**config.mk**
```make
export PLATFORM = sky130hd
export DESIGN_NAME = hamm_rx_deser
export DESIGN_NICKNAME = d
export VERILOG_FILES = /design/src/rtl/hamm_rx_deser.sv
export SDC_FILE = /design/constraint.sdc
export NUM_CORES = 1
export LEC_CHECK = 0
export CORE_UTILIZATION = 50
export CTS_CLUSTER_SIZE = 30
export DETAILED_ROUTE_END_ITERATION = 6
export PLACE_DENSITY_LB_ADDON = 0.2
export SLEW_MARGIN = 5
export SYNTH_ARGS = -nofsm -noshare
export SYNTH_HDL_FRONTEND = slang
export SYNTH_SLANG_ARGS = --single-unit
```
**constraint.sdc**
```tcl
create_clock -name clk -period 2.1 [get_ports clk]
set_clock_uncertainty 0.15 [all_clocks]
set_input_delay 0.42 -clock clk [delete_from_list [all_inputs] [get_ports clk]]
set_output_delay 0.42 -clock clk [all_outputs]
set_load 0.01 [all_outputs]
```
**src/rtl/hamm_rx_deser.sv**
```systemverilog
// hamm_rx_deser: recovers framed 7-bit Hamming codewords from a serial line into a valid/ready output register
// Ports: clk (rising edge), rst_n (async, active-low), ser_in (serial line, idles high),
//   d_hamm/hamm_valid/hamm_ready (codeword handshake), frame_err (one-cycle stop-bit error pulse),
//   overrun (sticky, set when a good frame is dropped), ovr_clr (synchronous clear of overrun).
// Option: define RX_SYNC_EN to pass ser_in through a 2-flop synchronizer (all sample points 2 cycles later).
module hamm_rx_deser #(
    parameter int CLKS_PER_BIT = 16
) (
    input  logic       clk,
    input  logic       rst_n,
    input  logic       ser_in,
    output logic [6:0] d_hamm,
    output logic       hamm_valid,
    input  logic       hamm_ready,
    output logic       frame_err,
    output logic       overrun,
    input  logic       ovr_clr
);
    localparam int HALF = CLKS_PER_BIT / 2;
    localparam int CW   = $clog2(CLKS_PER_BIT * 9);

    typedef enum logic [1:0] {IDLE, START, DATA, STOP} state_t;

    state_t        state_q, state_d;
    logic [CW-1:0] cnt_q, cnt_d, bit_pt;
    logic [2:0]    bit_q, bit_d;
    logic [6:0]    sh_q, sh_d, dat_q, dat_d;
    logic          vld_q, vld_d, ferr_q, ferr_d, ovr_q, ovr_d, hi_q, hi_d;
    logic          rx, at_start, at_bit, deliver, drop;

`ifdef RX_SYNC_EN
    logic [1:0] sync_q;
    always_ff @(posedge clk or negedge rst_n)
        if (!rst_n) sync_q <= 2'b11;
        else sync_q <= {sync_q[0], ser_in};
    assign rx = sync_q[1];
`else
    assign rx = ser_in;
`endif

    // The counter is cleared on the start-detect edge, so it reads (cycle - 1) at the edge of a given cycle.
    // bit_q indexes the next sample: 0..6 data bits, 7 the stop bit.
    assign at_start = cnt_q == CW'(HALF - 1);
    assign bit_pt   = CW'(HALF + (32'(bit_q) + 32'd1) * CLKS_PER_BIT - 1);
    assign at_bit   = cnt_q == bit_pt;

    always_comb begin
        state_d = state_q;
        cnt_d   = cnt_q + 1'b1;
        bit_d   = bit_q;
        sh_d    = sh_q;
        ferr_d  = 1'b0;
        deliver = 1'b0;
        // Requiring the raw pin high as well keeps the synchronizer's reset value from counting as line-high.
        hi_d    = hi_q | (rx & ser_in);
        case (state_q)
            IDLE: begin
                cnt_d = '0;
                bit_d = '0;
                if (hi_q && !rx) state_d = START;
            end
            START: if (at_start) state_d = rx ? IDLE : DATA;
            DATA: if (at_bit) begin
                sh_d  = {rx, sh_q[6:1]};
                bit_d = bit_q + 1'b1;
                if (bit_q == 3'd6) state_d = STOP;
            end
            STOP: if (at_bit) begin
                state_d = IDLE;
                deliver = rx;
                ferr_d  = !rx;
            end
            default: state_d = IDLE;
        endcase
        drop  = deliver & vld_q & !hamm_ready;
        dat_d = (deliver && !drop) ? sh_q : dat_q;
        vld_d = (deliver & !drop) | (vld_q & !hamm_ready);
        ovr_d = drop | (ovr_q & !ovr_clr);
    end

    always_ff @(posedge clk or negedge rst_n) begin
        if (!rst_n) begin
            state_q <= IDLE;
            cnt_q   <= '0;
            bit_q   <= '0;
            sh_q    <= '0;
            dat_q   <= '0;
            vld_q   <= 1'b0;
            ferr_q  <= 1'b0;
            ovr_q   <= 1'b0;
            hi_q    <= 1'b0;
        end else begin
            state_q <= state_d;
            cnt_q   <= cnt_d;
            bit_q   <= bit_d;
            sh_q    <= sh_d;
            dat_q   <= dat_d;
            vld_q   <= vld_d;
            ferr_q  <= ferr_d;
            ovr_q   <= ovr_d;
            hi_q    <= hi_d;
        end
    end

    assign d_hamm     = dat_q;
    assign hamm_valid = vld_q;
    assign frame_err  = ferr_q;
    assign overrun    = ovr_q;
endmodule

```
==> impl_metrics.tcl <==
set metrics [dict create \
    status "finished with violations" \
    failed_checks "DRC" \
    cts_tree "yes" \
    wl_um 2910 \
    drt-initial-drc-count 30 \
    dp.cells 185 \
    rsz0062_at_grt "yes" \
    clk_path_buf_depth 2 \
    tightest_slew_ns 0.474 \
    firstDrtPassIters 6 \
    critPathArrivalTime_ns 2.15 \
    crit_slowest_cell "dfrtp_1" \
    seqPwrFrac 0.471 \
    peakVddDrop_mv 0.602 \
    die_area_sq_um 3230 \
    required_ns 2.17 \
    syn_to_final_growth_pct 33.5 \
    syn_inst 127 \
    powerDensity_nw_per_um2 780 \
    diodes 0 \
    crit_path_start_kind "register" \
    grt_pass1_vias 1114 \
    cp_cell_sequence "inv_2 -> ha_4 -> xor2_4 -> nand3_4 -> a211oi_4 -> buf_6 -> mux2_2" \
    clk_latency_ns 0.33 \
    avgRoutedWirePerCell_um 14.8 \
    drc 6 \
    cts_htree_levels 2 \
    cts_hold_buffers 0 \
    grt_first_pass_wirelength_um 4950 \
    p_sw_uw 478 \
    path_class "reg2reg" \
    final_area_sq_um 2010 \
    drive_gt1_frac 0.319 \
    crit_fanout 7 \
    place.gp.congestion 0.825 \
    track_usage 0.205 \
    postSynthAreaPerCell_sq_um 11.8 \
    synthDistinctLibCells 37 \
    period_minus_slack_ns 2.08 \
    numPortBuffers 14 \
    setup_viol 0 \
    start_util 0.536 \
    swShare 0.305 \
    rows 19 \
    core_area_sq_um 2810 \
    clkTransAtPathRegs_ns 0.09 \
    maxCapViolations 0 \
    seq_area_frac_synth 0.516 \
    leakagePower_uw 0.000900 \
    synth_seq_cells 31 \
    instances_no_fill 197 \
    slowest_delay_ns 0.43 \
    numCtsBuffers 5 \
    whs_ns 0.311 \
    power.share.clock 0.283 \
    internal_power_uw 1090 \
    hp-class "reg2reg" \
    die_width_um 56.8 \
    finalHoldViolCount 0 \
    slew_violations 0 \
    placed_cell_area_sq_um 1830 \
    dp.final_hpwl_um 1950 \
    syn_nets 135 \
    yosys_warnings 0 \
    antenna_found_initial 0 \
    grt_max_degree 32 \
    num_vias 1087 \
    min_period_over_period 0.989 \
    end_kind "register" \
    fmax_mhz 481 \
    nets 174 \
    clkSinkCount 31 \
    ios 15 \
    slew_headroom 0.683 \
    grt-ovfl-total 0 \
    ant_nets 0 \
    vias_per_cell 5.52 \
    syn_area_sq_um 1500 \
    cts_root_buf "clkbuf_4" \
    comb_power_share 0.247 \
    fp.dieH_um 56.8 \
]
-- state kept, by name, indices dropped and copies added, names as in the netlist, named ones only --
name,flops
overrun,1
sh_q,7
state_q,1
cnt_q,8
d_hamm,7
frame_err,1
bit_q,3
hi_q,1
hamm_valid,1
-- placed cells by master (no fill, tap or decap), types with 3 or more instances in the layout --
master | Yosys | layout
dfrtp_1 | 31 | 30
buf_4 | 0 | 19
clkdlybuf4s50_1 | 0 | 14
nor2_1 | 12 | 12
nand3_1 | 8 | 7
mux2_2 | 11 | 7
xor2_1 | 6 | 5
clkbuf_4 | 0 | 5
nand2_1 | 4 | 4
mux2_4 | 0 | 4
o211ai_1 | 4 | 4
and3_1 | 4 | 3
nand2b_1 | 4 | 3
mux2_1 | 3 | 3
buf_6 | 0 | 3
-- kinds of logic after synthesis --
kind of cell	Yosys count	synth area share
xor gates and xnor gates	9	0.0574
buffers and inverters	7	0.0200
and+or+nand+nor	46	0.173
muxes	14	0.105
AOI/OAI and AO/OA	17	0.104
DFF	31	0.516
adders and majority gates	3	0.0250
-- Yosys cell counts, drive strengths merged --
cell     instances  share of area
dfrtp           31           0.52
or4              1         0.0050
a21bo            1         0.0067
o32ai            1         0.0058
a2111o           1         0.0075
nor3             2         0.0067
and2             1         0.0042
o211ai           4          0.020
nand3            8          0.027
ha               3          0.025
buf              3          0.010
or2              1         0.0042
or3              1         0.0042
and3             4          0.017
and4             2          0.012
a21oi            2         0.0067
nand3b           1         0.0050
a211oi           2          0.027
nor2b            2         0.0083
xnor2            2          0.012
o22a             1         0.0058
nand2b           4          0.017
inv              3         0.0075
a221o            1         0.0067
nand4            2          0.018
a2111oi          1         0.0058
xor2             7          0.046
a32oi            1         0.0058
and3b            1         0.0058
nand2            4          0.010
o21ai            2         0.0067
mux2            14           0.10
nor2            12          0.030
clkbuf           1         0.0025
-- worst max-delay path: cells and delay by family, from the launching register on --
kind | cells | cell delay [ns]
xor gates and xnor gates | 1 | 0.19
DFF | 1 | 0.43
AOI/OAI and AO/OA | 1 | 0.20
buffers and inverters | 2 | 0.22
adders and majority gates | 1 | 0.30
muxes | 1 | 0.33
and+or+nand+nor | 1 | 0.14
-- area by class of cell --
| cell class | count | area, sq um |
|---|---|---|
| fill | 207 | 797 |
| multi-input combinational | 89 | 793 |
| sequential | 31 | 777 |
| timing repair buffer | 36 | 317 |
| clock buffer | 6 | 41.3 |
| tap | 31 | 38.8 |
| clock inverter | 1 | 30.0 |
| inverter | 3 | 11.3 |
-- path summary, 6_finish.rpt --
kind	startpoint	end	slack, ns	cells past startpoint
worst max register to register	bit_q[0]$_DFFE_PN0P_	sh_q[3]$_DFFE_PN0P_	0.02	7
worst min register to register	cnt_q[0]$_DFF_PN0_	cnt_q[0]$_DFF_PN0_	0.31	1
max in group asynchronous	rst_n	bit_q[1]$_DFFE_PN0P_	1.18	2
worst max-delay path	bit_q[0]$_DFFE_PN0P_	sh_q[3]$_DFFE_PN0P_	0.02	7
worst min-delay path	cnt_q[0]$_DFF_PN0_	cnt_q[0]$_DFF_PN0_	0.31	1
min in group asynchronous	rst_n	cnt_q[7]$_DFF_PN0_	0.33	2
-- per-stage QoR --
step / total power (uW) / TNS [ns] / util / setup slack (ns)
after floorplan: 966 / -0.146 / - / -0.0306
after global placement: 1100 / -0.418 / 0.652 / -0.0571
after detailed placement: 1110 / -1.11 / 0.652 / -0.100
after CTS: 1570 / 0 / 0.691 / 0.00516
after global routing: 1660 / -0.503 / 0.716 / -0.0466
final: 1570 / 0 / 0.716 / 0.0225
-- power groups by stage --
| stage | clock, uW | sequential [uW] | combinational (uW) |
|---|---|---|---|
| after CTS | 461 | 734 | 378 |
| after global routing | 480 | 748 | 431 |
| after global placement | 0 | 743 | 360 |
| after detailed placement | 0 | 745 | 369 |
| after floorplan | 0 | 712 | 254 |
| final | 443 | 737 | 386 |
-- timing repair --
item	in CTS	in global routing
gates cloned	0	0
setup endpoints to repair	14	16
setup buffers	2	3
resized for setup	4	10
pin swaps	1	5
-- layer usage --
layer	wire (um)	global-route usage	up-vias
met5	0	0	-
met4	31	0.0662	0
met3	153	0.0691	5
met2	1390	0.327	22
met1	1340	0.266	526
li1	-	-	534
Note: power is estimated with default switching activity, not from simulation.
